File: config.mk
export PLATFORM = sky130hd
export DESIGN_NAME = ifu_fetch
export DESIGN_NICKNAME = d
export VERILOG_FILES = /design/src/rtl/mips_pkg.sv /design/src/rtl/npc_calc.sv /design/src/rtl/ifu_fetch.sv
export SDC_FILE = /design/constraint.sdc
export NUM_CORES = 1
export LEC_CHECK = 0
export ABC_CLOCK_PERIOD_IN_PS = 5400
export CAP_MARGIN = 20
export CORE_MARGIN = 10
export CORE_UTILIZATION = 35
export CTS_BUF_LIST = sky130_fd_sc_hd__clkbuf_8
export DETAILED_ROUTE_END_ITERATION = 10
export HOLD_SLACK_MARGIN = 0.05
export PLACE_DENSITY = 0.67
export SETUP_SLACK_MARGIN = 0.2
export SYNTH_ARGS = -nofsm -noshare
export SYNTH_HDL_FRONTEND = slang
export SYNTH_HIERARCHICAL = 1
export SYNTH_SLANG_ARGS = --single-unit
File: constraint.sdc
create_clock -name clk -period 5.4 [get_ports clk]
set_clock_uncertainty 0.15 [all_clocks]
set_input_delay 0.54 -clock clk [delete_from_list [all_inputs] [get_ports clk]]
set_output_delay 0.54 -clock clk [all_outputs]
set_load 0.02 [all_outputs]
File: src/rtl/mips_pkg.sv
// Encodings shared by the fetch unit and the multicycle controller:
// next-PC selects, fetch FSM states and the default reset PC.
package mips_pkg;

   typedef enum logic [1:0] {
      NPC_PLUS4 = 2'b00,
      NPC_J     = 2'b01,
      NPC_BEQ   = 2'b10,
      NPC_JR    = 2'b11
   } npc_sel_e;

   typedef enum logic [1:0] {
      F_IDLE = 2'b00,
      F_REQ  = 2'b01,
      F_DONE = 2'b10
   } fstate_e;

   localparam logic [31:0] PC_RESET_DEFAULT = 32'h0000_3000;

endpackage

File: src/rtl/npc_calc.sv
// Combinational next-PC mux: sequential, j/jal, beq and jr targets.
// All additions wrap modulo 2^32.
module npc_calc
   import mips_pkg::*;
(
   input  logic [31:0] pc_i,
   input  logic [31:0] ir_i,
   input  logic        zero_i,
   input  logic [31:0] jr_addr_i,
   input  logic [1:0]  npc_sel_i,
   output logic [31:0] npc_o,
   output logic [31:0] pc_plus4_o
);

   logic signed [31:0] br_off;

   assign pc_plus4_o = pc_i + 32'd4;
   // Word offset: sign-extend imm16 and scale to bytes.
   assign br_off     = {{14{ir_i[15]}}, ir_i[15:0], 2'b00};

   always_comb begin
      npc_o = pc_plus4_o;
      case (npc_sel_i)
         NPC_PLUS4: npc_o = pc_plus4_o;
         NPC_J:     npc_o = {pc_i[31:28], ir_i[25:0], 2'b00};
         NPC_BEQ:   npc_o = zero_i ? (pc_plus4_o + br_off) : pc_plus4_o;
         NPC_JR:    npc_o = jr_addr_i;
         default:   npc_o = pc_plus4_o;
      endcase
   end

endmodule

File: src/rtl/ifu_fetch.sv
// Instruction fetch unit: PC/IR registers, req/ack fetch FSM with timeout.
// Define IFU_ALIGN_CHK_EN to refuse fetches from a non-word-aligned PC.
module ifu_fetch
   import mips_pkg::*;
#(
   parameter logic [31:0] PC_RESET = PC_RESET_DEFAULT,
   parameter int          TIMEOUT  = 16
) (
   input  logic        clk,
   input  logic        rst,
   input  logic        fetch_go,
   input  logic        pc_wr,
   input  logic        ir_wr,
   input  logic [1:0]  npc_sel,
   input  logic        zero,
   input  logic [31:0] jr_addr,
   output logic        imem_req,
   output logic [31:0] imem_addr,
   input  logic        imem_ack,
   input  logic [31:0] imem_rdata,
   output logic [31:0] instruction,
   output logic [31:0] pc,
   output logic [31:0] pc_plus4,
   output logic        ir_valid,
   output logic        fetch_busy,
   output logic        fetch_err
);

   localparam int             CNT_W    = $clog2(TIMEOUT + 1);
   localparam logic [CNT_W-1:0] CNT_LAST = CNT_W'(TIMEOUT - 1);

   fstate_e          state_q;
   logic [CNT_W-1:0] cnt_q;
   logic [31:0]      pc_q, pc_d, ir_q, npc;
   logic             err_q;
   logic             go_ok;

   npc_calc u_npc (
      .pc_i       (pc_q),
      .ir_i       (ir_q),
      .zero_i     (zero),
      .jr_addr_i  (jr_addr),
      .npc_sel_i  (npc_sel),
      .npc_o      (npc),
      .pc_plus4_o (pc_plus4)
   );

   // PC is frozen while a request is outstanding so imem_addr stays stable.
   assign pc_d = (pc_wr && (state_q != F_REQ)) ? npc : pc_q;

`ifdef IFU_ALIGN_CHK_EN
   assign go_ok = (pc_d[1:0] == 2'b00);
`else
   assign go_ok = 1'b1;
`endif

   always_ff @(posedge clk or posedge rst) begin
      if (rst) begin
         state_q <= F_IDLE;
         cnt_q   <= '0;
         pc_q    <= PC_RESET;
         ir_q    <= '0;
         err_q   <= 1'b0;
      end else begin
         pc_q <= pc_d;
         case (state_q)
            F_IDLE: begin
               if (fetch_go) begin
                  if (go_ok) begin
                     state_q <= F_REQ;
                     cnt_q   <= '0;
                  end else begin
                     err_q <= 1'b1;
                  end
               end
            end
            F_REQ: begin
               // An ack on the final allowed cycle still wins over the timeout.
               if (imem_ack) begin
                  if (ir_wr) ir_q <= imem_rdata;
                  state_q <= F_DONE;
               end else if (cnt_q == CNT_LAST) begin
                  state_q <= F_IDLE;
                  err_q   <= 1'b1;
               end else begin
                  cnt_q <= cnt_q + 1'b1;
               end
            end
            F_DONE:  state_q <= F_IDLE;
            default: state_q <= F_IDLE;
         endcase
      end
   end

   assign imem_req    = (state_q == F_REQ);
   assign fetch_busy  = (state_q == F_REQ);
   assign ir_valid    = (state_q == F_DONE);
   assign imem_addr   = pc_q;
   assign instruction = ir_q;
   assign pc          = pc_q;
   assign fetch_err   = err_q;

endmodule

## Word-level counts from Yosys, hierarchy flattened

Index checks and enable logic that the tools add are counted.

| word-level totals | value |
|---|---|
| register bits after elaboration | 72 |
| output and inout port bits | 132 |
| bits of input ports | 73 |
| logic and storage cells | 41 |

| operators by class | value |
|---|---|
| $add $sub $neg | 3 |
| multiplexer cells | 10 |
| equal/unequal tests | 11 |
| bitwise gates (word level) | 2 |
| reductions and logical operators | 9 |

Operators by type and width:

| kind | count |
|---|---|
| case mux 32 bit (4 select lines) | 1 |
| adder 32 x 3 -> 32 bit, second input constant | 1 |
| adder 32 bit | 1 |
| two-way mux 32 bit | 1 |
| two-way mux 5 bit | 3 |
| case mux 5 bit (2 select lines) | 1 |
| == test 2 bit, second input constant | 3 |
| two-way mux 2 bit | 3 |
| != test 2 bit, second input constant | 3 |
| AND reduction 3 bit | 2 |
| adder 5 x 1 -> 5 bit, second input constant | 1 |
| == test 5 x 4 -> 1 bit, second input constant | 1 |
| == test 2 x 1 -> 1 bit, second input constant | 2 |
| zero test 2 bit | 2 |
| case mux 2 bit (2 select lines) | 1 |
| AND reduction 2 bit | 2 |
| AND reduction 4 bit | 1 |
| != test 3 x 2 -> 1 bit, second input constant | 1 |
| != test 2 x 1 -> 1 bit, second input constant | 1 |
| inverter 1 bit | 2 |
| nonzero test 2 bit | 1 |
| logical AND 1 bit | 1 |

## Depth between registers and ports, before layout

Gate-level depths: netlist of run 1.

| depth | value |
|---|---|
| depth after elaboration | 4 |
| depth in mapped cells | 17 |
| gate-level depth less buffers | 17 |

## Modules after synthesis

Netlist of run 1, hierarchy kept.

Modules (own cells, without submodules):

| module | cells an instance | area an instance (sq um) | seq. area each (sq um) | instances |
|---|---|---|---|---|
| ifu_fetch | 206 | 3148.0 | 1804.2 | 1 |
| npc_calc | 467 | 3098.0 | 0.0 | 1 |

## Least setup slack after synthesis of run 1

No wires, ideal clock.

| timing | value |
|---|---|
| path kind | register to register |
| from | register pc_q[12], in the netlist imem_addr[12] |
| to | register pc_q[28], in the netlist imem_addr[28] |
| buffers on the path | 1 |
| arrival time | 4.196 ns |
| data required time | 5.125 ns |
| cell stages (with the launch flop) | 18 |
| slack | 0.929 ns |
| setup time | 0.125 ns |
| period minus slack after synthesis | 4.471 ns |
| cell sequence | dfstp_2 and4_1 and4_1 buf_4 nand2_1 nor2_1 xor2_1 ha_1 a21o_1 a21o_1 a21o_1 a21oi_1 o21bai_1 a221o_1 or4_1 mux2i_1 o21ai_1 mux2_2 |

| between the ends | value |
|---|---|
| cells in the longest elaborated chain, start to end | 4 |

RTL lines:

| item | RTL line | RTL |
|---|---|---|
| start, declared | ifu_fetch.sv:34 | `logic [31:0] pc_q, pc_d, ir_q, npc;` |
| start signal, assigned | ifu_fetch.sv:65 | `pc_q <= pc_d;` |
| adder 32 x 3 -> 32 bit | npc_calc.sv:17 | `assign pc_plus4_o = pc_i + 32'd4;` |
| net pc_plus4[21] | ifu_fetch.sv:23 | `output logic [31:0] pc_plus4,` |
| adder 32 bit | npc_calc.sv:26 | `NPC_BEQ: npc_o = zero_i ? (pc_plus4_o + br_off) : pc_plus4_o;` |
| two-way mux 32 bit | npc_calc.sv:26 |  |
| case mux 32 bit (4 select lines) | npc_calc.sv:23 | `case (npc_sel_i)` |
| net npc[28] | ifu_fetch.sv:34 |  |

The timed path passes the listed nets, and every way through them passes these cells.
A chain may end at the register's enable or synchronous reset.

## Worst setup path in the final report of run 1

| timing | value |
|---|---|
| from | register pc_q[2], in the netlist imem_addr[2] |
| to | register pc_q[31], in the netlist imem_addr[31] |

| between the ends | value |
|---|---|
| cells in the longest elaborated chain, start to end | 4 |

RTL lines:

| item | RTL line |
|---|---|
| adder 32 x 3 -> 32 bit * | npc_calc.sv:17 |
| adder 32 bit | npc_calc.sv:26 |
| two-way mux 32 bit | npc_calc.sv:26 |
| case mux 32 bit (4 select lines) * | npc_calc.sv:23 |
| net npc[31] | ifu_fetch.sv:34 |

The timed path passes the listed nets; every way through them passes the cells marked *.

==> impl_metrics.ini, run 1 <==
[grt]
grt_overflow = 0
grt_pass1_wl_um = 33000
grtUsageTotal_pct = 17.4
antenna_found_initial = 2
grt_max_degree = 66
grt_pass1_vias = 5702

[cts]
clockRootBuffer = clkbuf_8
post_cts_buffers = 0
clockBufferDepth = 2
clkTransAtPathRegs_ps = 90
htree_levels = 3
cts_tree = yes
cts_sinks = 72
cts_buffers = 9
cts_hold_buf = 0
clkLatencyLatePin_ps = 380
cts_resized = 0

[logic_synthesis]
synth_edf_count = 0
syn_inst = 673
async_flop_share_pct = 100
yosys_warnings = 6
ys_seq_area_share_pct = 28.9
ys_types = 67
synth_seq_cells = 72
syn_area_per_cell_um2 = 9.28
synthesis.nets = 783
syn_area_um2 = 6250
ys.flop_type = dfrtp_1

[detailed_routing]
first_pass_iters = 5
wirelength_um = 21100
drcViolationCount = 0
num_vias = 5664
drt_iter0_drc = 307
vias_per_cell = 5.33
postRouteAntennaNets = 0
wl_per_cell_um = 19.8

[setup_path]
worst_setup_path_start_kind = flip-flop
required_ps = 5530
crit_start = imem_addr[2]
path_max_fanout = 8
r2r_start = imem_addr[2]
cp_data_arrival_time_ps = 4650
ff2ff_path_depth = 15
critPathKind = reg -> reg
cp-end-kind = flip-flop

[cells_and_area]
instances_no_fill = 1063
syn_to_final_growth_pct = 34.4
final_nets = 942
final_cell_mix = clkdlybuf4s50_1, dfrtp_1, a21oi_1
layout_commonest_cell = clkdlybuf4s50_1
fin_util_pct = 48.2
drive_above_1_share_pct = 13.4

[placed_design]
placed_cells_incl_taps = 1046
pre_cts_ws_ps = 1000
port_buffers = 204
gp_congestion = 0.948
dpl.hpwl_um = 16200

[sta]
setup_slack_ps = 880
hold_slack_ps = 206
final-setup-viol-count = 0
post-route-period-util_pct = 83.7
final-hold-violation-count = 0
rsz0062_at_grt = no
worst_pin_slew_ps = 924
fin_crit_ps = 4520
max_slew_margin_pct = 38.2
slew_violations = 0
timing.setup.tns_ps = 0
fmax_mhz = 221

[floorplanning]
rows = 48
die-area_um2 = 23600
fp.dieH_um = 154
start_util_pct = 35.9
die_w_um = 154
fp.coreArea_um2 = 17400
io_pins = 205

[pwr]
powerDensity_nw_per_um2 = 737
total_leakage_power_nw = 3.55
ir_drop_mv = 0.368

[worst_hold_path]
hold_path_class = in -> async

[run_status]
status = finished, final reports clean

[flow_run]
maxCapViolCount = 0
[synth_stat cells (all sizes together), types with 3 or more instances]
| master | instances | share of area, % |
|---|---|---|
| nor2 | 46 | 2.8 |
| nor4b | 4 | 0.66 |
| nor2b | 6 | 0.60 |
| mux2i | 28 | 4.5 |
| nand3 | 31 | 2.7 |
| a21oi | 51 | 4.1 |
| a211oi | 16 | 1.9 |
| xnor2 | 25 | 3.6 |
| o22ai | 4 | 0.40 |
| and4 | 4 | 0.60 |
| xor2 | 21 | 2.9 |
| nor3b | 3 | 0.36 |
| nand2b | 8 | 0.84 |
| ha | 36 | 7.2 |
| buf | 45 | 5.4 |
| a31oi | 7 | 0.70 |
| inv | 20 | 1.2 |
| dfrtp | 70 | 28 |
| nand4 | 12 | 1.2 |
| clkbuf | 16 | 0.96 |
| nand2 | 44 | 2.6 |
| mux2 | 69 | 14 |
| nor3 | 8 | 0.64 |
| a21o | 7 | 0.84 |
| and3 | 12 | 1.2 |
| a221oi | 3 | 0.42 |
| o21ai | 37 | 3.1 |
| o21bai | 5 | 0.60 |
[flip-flops by register name, summed over array words and instances (netlist names)]
| name | count |
|---|---|
| cnt_q | 5 |
| fetch_err | 1 |
| imem_addr | 32 |
| instruction | 32 |
| state_q | 2 |
[metrics by stage]
step	power [mW]	instance area (um2)
2_1_floorplan	4.18	6250
3_5_place_dp	5.71	8200
3_3_place_gp	5.70	8200
6_report	6.18	8390
5_1_grt	6.65	8390
4_1_cts	6.19	8390
[critical path: stages (launching register included)]
cell      delay, ps
dfrtp_1         490
ha_1            250
nand4_1         170
nor2_1          430
nand4_1         180
xnor2_1         360
ha_1            380
a21o_1          210
a211oi_1        310
nand3_1         100
o21ai_0         360
o21ai_0         210
mux4_2          260
nor3b_1         230
a21oi_2          40
mux2_2          270
[cells by family after synthesis]
group                      synth area share (%)
buffers and inverters                      7.59
AOI/OAI and AO/OA                          14.7
xor gates and xnor gates                   6.57
muxes                                      19.1
and+or+nand+nor                            15.6
adders and majority gates                  7.53
DFF                                        28.9
[where the power goes]
part           switching, mW  internal [mW]  total [mW]
clock                  0.238          0.204       0.442
combinational           2.41           2.12        4.53
sequential             0.414          0.796        1.21
[metal layers]
layer	up-vias	wire, um	global-route usage (%)
met5	-	18	0
met4	2	441	6.34
met3	24	1580	4.66
met2	192	10100	28.1
met1	2701	8990	21.8
li1	2745	-	-
[final timing paths]
kind                                       to  slack, ps
worst min register to register       cnt_q[3]        330
max in group asynchronous       imem_addr[21]       3810
worst max register to register  imem_addr[31]        880
min in group clk                     cnt_q[3]        330
worst min-delay path                 cnt_q[1]        210
worst max-delay path            imem_addr[31]        880
[layout make-up]
type,instances,area [um2]
Antenna cell,1,2.50
Inverter,20,76.3
Timing Repair Buffer,209,2070
Fill cell,1654,9020
Sequential cell,72,1800
Clock buffer,12,165
Multi-Input combinational cell,520,3970
Tap cell,225,282
Clock inverter,4,27.5
No activity file was read; power rests on OpenSTA's default activity.
==> inputs of run 2 (changes only) <==
--- a/config.mk
+++ b/config.mk
@@ -5,7 +5,7 @@
 export SDC_FILE = /design/constraint.sdc
 export NUM_CORES = 1
 export LEC_CHECK = 0
-export ABC_CLOCK_PERIOD_IN_PS = 5400
+export ABC_CLOCK_PERIOD_IN_PS = 4550
 export CAP_MARGIN = 20
 export CORE_MARGIN = 10
 export CORE_UTILIZATION = 35
==> constraint.sdc (replaced) <==
create_clock -name clk -period 4.55 [get_ports clk]
set_clock_uncertainty 0.15 [all_clocks]
set_input_delay 0.455 -clock clk [delete_from_list [all_inputs] [get_ports clk]]
set_output_delay 0.455 -clock clk [all_outputs]
set_load 0.02 [all_outputs]
==> run 2 against run 1 <==
Net effect: global-route usage about the same; sequential power increased by 16%; worst setup slack got worse by 490 ps; largest cell class unchanged; routed wire length increased by 1.1%; maximum frequency increased by 8.6%; count of clock-buffer cells in the layout decreased by 3; clock power increased by 46%; first-iteration DRC count increased by 24%; sequential share of layout area decreased by 0.72 points; total power increased by 24%; non-clock buffer count increased by 22.
==> impl_metrics.ini, run 2 (same netlist as run 1, synthesis figures left out) <==
[cts]
cts_tree = yes
cts_hold_buf = 0
clkTransAtPathRegs_ps = 100
clockBufferDepth = 2
clkLatencyLatePin_ps = 370
clockRootBuffer = clkbuf_8
cts_buffers = 9
htree_levels = 3
cts_sinks = 72

[placed_design]
pre_cts_ws_ps = 242
port_buffers = 204
gp_congestion = 0.921
dpl.hpwl_um = 16400
placed_cells_incl_taps = 1058

[grt]
grt_overflow = 0
grt_pass1_vias = 5715
grtUsageTotal_pct = 17.4
grt_max_degree = 42
antenna_found_initial = 2
grt_pass1_wl_um = 33200

[floorplanning]
start_util_pct = 35.9
die_w_um = 154
fp.dieH_um = 154
io_pins = 205
die-area_um2 = 23600
rows = 48
fp.coreArea_um2 = 17400

[sta]
timing.setup.tns_ps = 0
final-hold-violation-count = 0
post-route-period-util_pct = 91.5
worst_pin_slew_ps = 992
rsz0062_at_grt = yes
max_slew_margin_pct = 33.9
final-setup-viol-count = 0
fin_crit_ps = 4160
slew_violations = 0
hold_slack_ps = 324
fmax_mhz = 240
setup_slack_ps = 387

[detailed_routing]
vias_per_cell = 5.32
wirelength_um = 21300
num_vias = 5781
wl_per_cell_um = 19.6
drcViolationCount = 0
drt_iter0_drc = 381
first_pass_iters = 5
postRouteAntennaNets = 0

[cells_and_area]
syn_to_final_growth_pct = 39.2
final_cell_mix = clkdlybuf4s50_1, dfrtp_1, a21oi_1
instances_no_fill = 1086
fin_util_pct = 49.9
layout_commonest_cell = clkdlybuf4s50_1
final_nets = 964
drive_above_1_share_pct = 17.5

[setup_path]
path_delay_family = simple AND/OR/NAND/NOR gates
critPathKind = reg -> reg
crit_slowest_cell = dfstp_2
path_max_fanout = 5
required_ps = 4670
worst_setup_path_start_kind = flip-flop
cpPeakStageDelay_ps = 570
cp_num_buf_inv = 1
cp-end-kind = flip-flop
crit_chain = and4_4 -> and4_4 -> buf_4 -> nand3_1 -> nor2_2 -> xor2_2 -> ha_1 -> a21o_1 -> a21o_1 -> a21oi_1 -> o21bai_2 -> a221o_1 -> or4_1 -> mux2i_1 -> o21ai_1 -> mux2_2
cp_data_arrival_time_ps = 4280

[run_status]
status = finished, final reports clean

[flow_run]
maxCapViolCount = 0

[pwr]
ir_drop_mv = 0.560
powerDensity_nw_per_um2 = 884
total_leakage_power_nw = 3.71

[worst_hold_path]
hold_path_class = reg -> reg
run 2: metrics by stage:
stage	total power, mW	cell area (um2)
after detailed placement	6.88	8310
final	7.69	8700
after floorplan	4.98	6270
after CTS	7.57	8550
after global placement	6.88	8310
after global routing	8.24	8690
run 2: area by class of cell:
| type | count | area, um2 |
|---|---|---|
| clock buffers | 9 | 124 |
| clock inverters | 7 | 120 |
| fillers | 1663 | 8720 |
| multi-input cells | 520 | 4050 |
| diodes | 2 | 5.00 |
| inverters | 20 | 76.3 |
| repair buffers | 231 | 2230 |
| flip-flops and latches | 72 | 1810 |
| well taps | 225 | 282 |
run 2: worst paths after layout:
check | startpoint | endpoint | slack, ps | depth (start not counted)
worst max-delay path | imem_addr[13] | imem_addr[28] | 390 | 16
worst min-delay path | fetch_err | fetch_err | 320 | 1
worst max register to register | imem_addr[13] | imem_addr[28] | 390 | 16
worst min register to register | fetch_err | fetch_err | 320 | 1
max in group asynchronous | rst | imem_addr[16] | 2980 | 3
min in group asynchronous | rst | cnt_q[3] | 350 | 2
run 2: power breakdown:
part,internal [mW],switching (mW)
Combinational,2.68,2.97
Sequential,0.946,0.452
Clock,0.365,0.280
Total,3.99,3.70
run 2: repair_timing:
item,4_1_cts,5_1_grt
setup endpoints to repair,1,7
gates resized for setup,1,16
gates cloned,0,0
pin swaps,0,4
setup buffers,0,10
endpoints found under the hold margin,0,0
run 2: per-layer routing:
| layer | GRT usage, % | routed length (um) | part of all wire, % | vias up |
|---|---|---|---|---|
| met5 | 0 | 0 | 0 | - |
| met4 | 5.17 | 323 | 1.5 | 0 |
| met3 | 5.61 | 1820 | 8.5 | 24 |
| met2 | 28.7 | 10200 | 48 | 215 |
| met1 | 21.2 | 9010 | 42 | 2758 |
| li1 | - | - | - | 2784 |
==> inputs of run 3 (changes only) <==
--- a/config.mk
+++ b/config.mk
@@ -8,11 +8,11 @@
 export ABC_CLOCK_PERIOD_IN_PS = 4550
 export CAP_MARGIN = 20
 export CORE_MARGIN = 10
-export CORE_UTILIZATION = 35
+export CORE_UTILIZATION = 40
 export CTS_BUF_LIST = sky130_fd_sc_hd__clkbuf_8
 export DETAILED_ROUTE_END_ITERATION = 10
 export HOLD_SLACK_MARGIN = 0.05
-export PLACE_DENSITY = 0.67
+export PLACE_DENSITY = 0.74
 export SETUP_SLACK_MARGIN = 0.2
 export SYNTH_ARGS = -nofsm -noshare
 export SYNTH_HDL_FRONTEND = slang
==> run 3 against run 2 <==
Net effect: worst setup slack better by 15 ps; worst hold slack better by 4.8 ps; highest routed layer unchanged; maximum frequency is 0.37% higher; cell count fell by 1.4%; global-route usage is 1.8 points higher; first-iteration DRC count increased by 16%.
==> impl_metrics.ini, run 3 (same netlist as run 1, synthesis figures left out) <==
[detailed_routing]
vias_per_cell = 5.45
num_vias = 5837
postRouteAntennaNets = 0
drt_iter0_drc = 442
drcViolationCount = 0
wirelength_um = 21200
wl_per_cell_um = 19.8
first_pass_iters = 5

[cells_and_area]
drive_above_1_share_pct = 17.4
final_cell_mix = clkdlybuf4s50_1, dfrtp_1, a21oi_1
seqCellArea_um2 = 1810
multi_input_area_um2 = 4060
fin_util_pct = 56.7
postLayoutCellArea_um2 = 8650
layout_commonest_cell = clkdlybuf4s50_1
diodes = 0
final_nets = 965
n_fill_cell = 1341
syn_to_final_growth_pct = 38.5

[cts]
cts_tree = yes
cts_sinks = 72
clkLatencyLatePin_ps = 380
clockBufferDepth = 2
htree_levels = 3
clkTransAtPathRegs_ps = 90
cts_buffers = 9
clockRootBuffer = clkbuf_8

[grt]
grtUsageTotal_pct = 19.3
grt_pass1_vias = 5821
antenna_found_initial = 1
grt_max_degree = 60
grt_pass1_wl_um = 32800
grt_overflow = 0

[pwr]
p_switching_mw = 3.71
comb_power_share_pct = 74.6
p_seq_share_pct = 18.1
power_frac_clock_pct = 7.2
ir_drop_mv = 0.505
total_leakage_power_nw = 3.69
intPower_mw = 3.89
powerDensity_nw_per_um2 = 879
swShare_pct = 48.8

[setup_path]
path_max_fanout = 7
cp-end-kind = flip-flop
required_ps = 4680
cp_data_arrival_time_ps = 4280
critPathKind = reg -> reg
worst_setup_path_start_kind = flip-flop

[floorplanning]
fp.dieH_um = 145
rows = 45
die_w_um = 145
start_util_pct = 40.9
io_pins = 205
die-area_um2 = 21000
fp.coreArea_um2 = 15300

[sta]
setup_slack_ps = 402
final-setup-viol-count = 0
fin_crit_ps = 4150
max_slew_margin_pct = 43.0
fmax_mhz = 241
hold_slack_ps = 329
rsz0062_at_grt = no
slew_violations = 0
final-hold-violation-count = 0
worst_pin_slew_ps = 855
post-route-period-util_pct = 91.2
timing.setup.tns_ps = 0

[run_status]
status = finished, final reports clean

[placed_design]
gp_congestion = 0.881
pre_cts_ws_ps = 117
port_buffers = 204
dpl.hpwl_um = 16300
place_area_um2 = 8290

[flow_run]
maxCapViolCount = 0

[worst_hold_path]
hold_path_class = reg -> reg
==> run 3: final timing paths <==
kind	slack (ps)	depth (start not counted)	from	end
max	400	16	imem_addr[12]	imem_addr[28]
min	330	1	fetch_err	fetch_err
max reg2reg	400	16	imem_addr[12]	imem_addr[28]
min reg2reg	330	1	fetch_err	fetch_err
max in group asynchronous	2940	3	rst	imem_addr[7]
min in group asynchronous	380	2	rst	instruction[30]
==> run 3: layout make-up <==
cell class | instances | area share [%]
Sequential cell | 72 | 20.9
Tap cell | 211 | 3.05
Timing Repair Buffer | 232 | 25.9
Multi-Input combinational cell | 520 | 46.9
Clock inverter | 7 | 0.897
Clock buffer | 9 | 1.43
Inverter | 20 | 0.883
==> run 3: critical path, cell delays in order, from the launching register on <==
cell	delay [ps]
dfstp_2	570
and4_1	240
and4_4	290
nand2_2	110
nor2_4	120
xor2_2	220
ha_4	250
a21o_1	170
a21o_1	170
a21o_1	210
a21oi_1	150
o21bai_1	110
a221o_1	350
or4_1	460
mux2i_1	150
o21ai_1	70
mux2_2	250
==> run 3: timing repair <==
action / 4_1_cts / 5_1_grt
buffers inserted: 1 / 10
endpoints found under the setup margin: 1 / 7
hold buffers: 0 / 0
gates resized for setup: 2 / 16
pin swaps: 0 / 3
==> run 3: power by group through the flow <==
stage | clock [mW] | sequential [mW] | combinational (mW)
global route | 0.585 | 1.44 | 6.12
floorplan | 0 | 1.67 | 3.32
detailed placement | 0 | 1.38 | 5.51
global placement | 0 | 1.36 | 5.49
CTS | 0.561 | 1.38 | 5.55
finish | 0.549 | 1.38 | 5.67
==> run 3: routing by layer <==
metal	routed length [um]	track usage, %	vias to the layer above
li1	-	-	2785
met1	8860	22.8	2781
met2	10200	31.7	232
met3	1580	6.12	39
met4	553	7.46	0
met5	0	0	-
==> run 3: metrics by stage <==
step                      power [mW]  std cells
after floorplan                 4.98        673
after global placement          6.86       1044
after detailed placement        6.89       1044
after CTS                       7.49       1061
after global routing            8.14       1071
final                           7.60       1071
==> edit 1, RTL diff (flow settings as in run 2) <==
Register the output `fetch_err` once more, without a reset; this adds one clock of latency there. The other outputs are not delayed to match.
--- a/src/rtl/ifu_fetch.sv
+++ b/src/rtl/ifu_fetch.sv
@@ -99,5 +99,7 @@
    assign instruction = ir_q;
    assign pc          = pc_q;
-   assign fetch_err   = err_q;
+   always_ff @(posedge clk) begin
+      fetch_err <= err_q;
+   end
 
 endmodule
Behaviour: no difference found for any inputs over 4 cycles, from zero or initial values and one cycle with rst high; that may be too few to reach the edited logic, so the function may still have changed.
==> edit 1 against run 2 <==
Critical path depth unchanged. Area after synthesis increased by 0.32%. Total power decreased by 1.3%. Setup slack got worse by 0.021 ns. Clock power decreased by 17%. Cell area about the same. Sequential cell count increased by 1. Critical path type unchanged. Routed wire length increased by 1.4%.
==> edit 1: results (changes against run 2) <==
* Launch point of the worst reg-to-reg path: imem_addr[12]
* Area share of the largest cell type after synthesis at 27.96% (-0.090 points)
* Synthesized Nets at 784 (+0.13%)
* FF+latch count at 73 (+1.4%)
* Peak fanout along the critical path at 7 (+2)
* Transition time at the pin with the least slew margin at 0.8744 ns (-0.1178 ns)
* Final standard cell utilization of the core at 49.97% (about the same)
* Weighted congestion at the end of routability-driven global placement at 0.8919 (-3.2%)
* First-pass GRT wire length at 32.39 mm (-2.4%)
* Warnings, synthesis at 6 (unchanged)
* Peak per-stage delay on the critical path at 0.58 ns
* Fraction of standard cell area in multi-input logic at 46.74% (+0.19 points)
* Vias after detailed routing at 5825 (+0.76%)
* Fraction of final layout cells sized beyond drive strength 1 at 17.29% (-0.18 points)
* Number of distinct standard cells referenced by the synthesized netlist at 68 (+1.5%)
* Global-route met2 utilization at 28.65% (-0.041 points)
* Post-detailed-routing wire length at 21.63 mm (+1.4%)
* Area fraction of clock buffers and clock inverters at 2.257% (-0.55 points)
* Detailed-routed wire length on met3 at 1.587 mm (-13%)
* Sequential share of cell area at 20.99% (+0.21 points)
* Hold path endpoint: fetch_err
* DR pass1 iterations at 4 (-1)
* Final cell count without fillers at 1089 (+0.28%)
* Hold Crit Start: err_q
* Count of cells along the worst hold path at 0 (-1)
* Arrival time worst endpoint at 4.30 ns (+0.02 ns)
* Result of the run: complete, no violations
* Detailed placement HPWL at 16.44 mm (+0.24%)
* Count of plain and timing-repair buffers at 233 (+0.87%)
* Fraction of registers with async set or reset after synthesis at 98.63% (-1.4 points)
* First DRT Iteration DRCs at 349 (-8.4%)
* Hold slack final at 0.2392 ns (-0.08502 ns)
* Leakage power at 3.726 nW (+0.54%)
* Highest signal layer in the routed design: met4
* Share of the clock period used by the worst path at 91.95% (+0.46 points)
* Setup slack of the most critical reg-to-reg path at 0.37 ns (-0.02 ns)
* I/O Buffers at 204 (unchanged)
* Worst slack at placement at 0.1670 ns (-0.07458 ns)
* Sequential fraction of the synthesis area at 29.11% (+0.23 points)
* Instance area after placement at 8329 µm² (+0.24%)
* Cell family with most CP delay: compound AO/OA/AOI/OAI gates
* GRT met1 Usage at 20.80% (-0.37 points)
* Routed wl met2 at 10.42 mm (+2.3%)
* Main area contributors after synthesis: sky130_fd_sc_hd__dfrtp_1 (28%), sky130_fd_sc_hd__ha_1 (7.2%), sky130_fd_sc_hd__mux2_4 (7.2%)
* Number of global-route vias before repair at 5659 (-0.98%)
* Final Net Count at 967 (+0.31%)
* Maximum vdd drop at 0.0005760 V (+2.9%)
* Fraction of area in non-clock buffers at 25.85% (+0.15 points)
* Post-route met1 wirelength at 9.338 mm (+3.7%)
* Fillers at 1668 (+0.30%)
* Mean Syn Cell Area at 9.297 µm² (+0.17%)
* Pin count of the biggest net entering global routing at 43 (+2.4%)
* Met3 Resource Use GR at 5.105% (-0.50 points)
* Overall track demand over capacity in global routing at 17.06% (-0.35 points)
* Register Area at 1827 µm² (+1.1%)
edit 1: cell types whose count changed in the layout (fill, tap and decap cells not counted), sizes merged:
cell,run 2,this run
inv,19,20
buf,29,31
clkinv,4,5
bufinv,3,1
dfxtp,0,1
edit 1: where the power goes:
part / switching (W) / leakage, nW / internal, W
sequential: 0.000429 / 0.868 / 0.000956
combinational: 0.00299 / 2.76 / 0.00268
clock: 0.000285 / 0.101 / 0.000253
edit 1: cells by family after synthesis:
group                    count (synthesis)  share of synthesized area [%]
AO/OA/AOI/OAI                          149                          14.70
adder cells (fa/ha/maj)                 37                          7.508
multiplexers                            98                          19.03
AND/OR/NAND/NOR                        190                          15.54
XOR/XNOR                                46                          6.550
buffers and inverters                   81                          7.568
flip-flops                              73                          29.11
edit 1: what timing repair did:
action / CTS / global route
setup buffers: 0 / 12
gates resized for setup: 1 / 20
setup endpoints to repair: 1 / 8
hold buffers: 0 / 0
pin swaps: 0 / 6
==> edit 2, RTL diff (config.mk and constraints of run 2) <==
Without the edit above. The parameter `TIMEOUT` goes from 16 to 8.
--- a/src/rtl/ifu_fetch.sv
+++ b/src/rtl/ifu_fetch.sv
@@ -5,5 +5,5 @@
 #(
    parameter logic [31:0] PC_RESET = PC_RESET_DEFAULT,
-   parameter int          TIMEOUT  = 16
+   parameter int          TIMEOUT  = 8
 ) (
    input  logic        clk,
Function: same outputs for any inputs over 4 cycles, from zero or initial values and one cycle with rst high; that may be too few to reach the edited logic, so the function may still have changed.
==> edit 2 against run 2 <==
Clock power is 18% lower. Setup slack gained 0.018 ns. Total power shrank 2.1%. Area after synthesis is 0.16% higher. Cell area is 2.3% lower. Largest cell class unchanged. Sequential cell count decreased by 1. Count of clock-buffer cells in the layout is the same. Routed wire length increased by 0.75%. Largest power group unchanged.
==> edit 2: results (changes against run 2) <==
* Area fraction of clock buffers and clock inverters at 2.195% (-0.61 points)
* Sequential fraction of the synthesis area at 28.44% (-0.45 points)
* Routed wl met2 at 10.28 mm (+0.95%)
* Count of plain and timing-repair buffers at 217 (-6.1%)
* Main area contributors after synthesis: sky130_fd_sc_hd__dfrtp_1 (28%), sky130_fd_sc_hd__mux2_4 (7.2%), sky130_fd_sc_hd__ha_1 (7.0%)
* Quantity of gates resized following cts at 0 (-1)
* Arrival time worst endpoint at 4.26 ns (-0.02 ns)
* Transition time at the pin with the least slew margin at 0.9100 ns (-0.08220 ns)
* Worst slack at placement at 0.2471 ns (+0.005553 ns)
* Met3 Resource Use GR at 4.826% (-0.78 points)
* Adder and majority cell fraction of the synthesized area at 7.320% (-0.21 points)
* End of the worst register-to-register path: imem_addr[26]
* Leakage power at 3.673 nW (-0.91%)
* Inverter count at 16 (-20%)
* Combinational gate power at 0.00557 W (-1%)
* Maximum vdd drop at 0.0003782 V (-32%)
* Multiplexer area fraction after synthesis at 18.78% (-0.31 points)
* Pin count of the biggest net entering global routing at 59 (+40%)
* Overall track demand over capacity in global routing at 17.80% (+0.39 points)
* Final Net Count at 937 (-2.8%)
* Detailed placement HPWL at 16.75 mm (+2.1%)
* Peak per-stage delay on the critical path at 0.44 ns (-0.13 ns)
* Worst hold path class: in -> async
* Combined area of the multi-input logic cells at 4049 µm² (about the same)
* Critical path startpoint: imem_addr[11]
* GRT met1 Usage at 22.37% (+1.2 points)
* Result of the run: complete, no violations
-- edit 2: changes by cell type in the layout (fill, tap and decap cells not counted), sizes merged, moves of 5 or more --
cell,run 2,this run
a22oi,2,7
a211oi,16,9
nor2,46,24
a31oi,7,2
nand2,44,53
and2,2,8
o211ai,2,8
buf,29,15
o21ai,37,25
mux2i,28,33
a21oi,51,60
a21o,7,21
-- edit 2: stage by stage --
stage / power [W] / cell area (µm²) / utilization (%) / hold slack [ns] / std cells
detailed placement: 0.006919 / 8242 / 47.32 / 0.3260 / 1042
global route: 0.008097 / 8492 / 48.76 / 0.2171 / 1057
finish: 0.007521 / 8492 / 48.76 / 0.1931 / 1057
global placement: 0.006909 / 8242 / 47.32 / 0.3167 / 1042
CTS: 0.007490 / 8428 / 48.39 / 0.1896 / 1057
floorplan: 0.004983 / 6256 / - / 0.3228 / 665
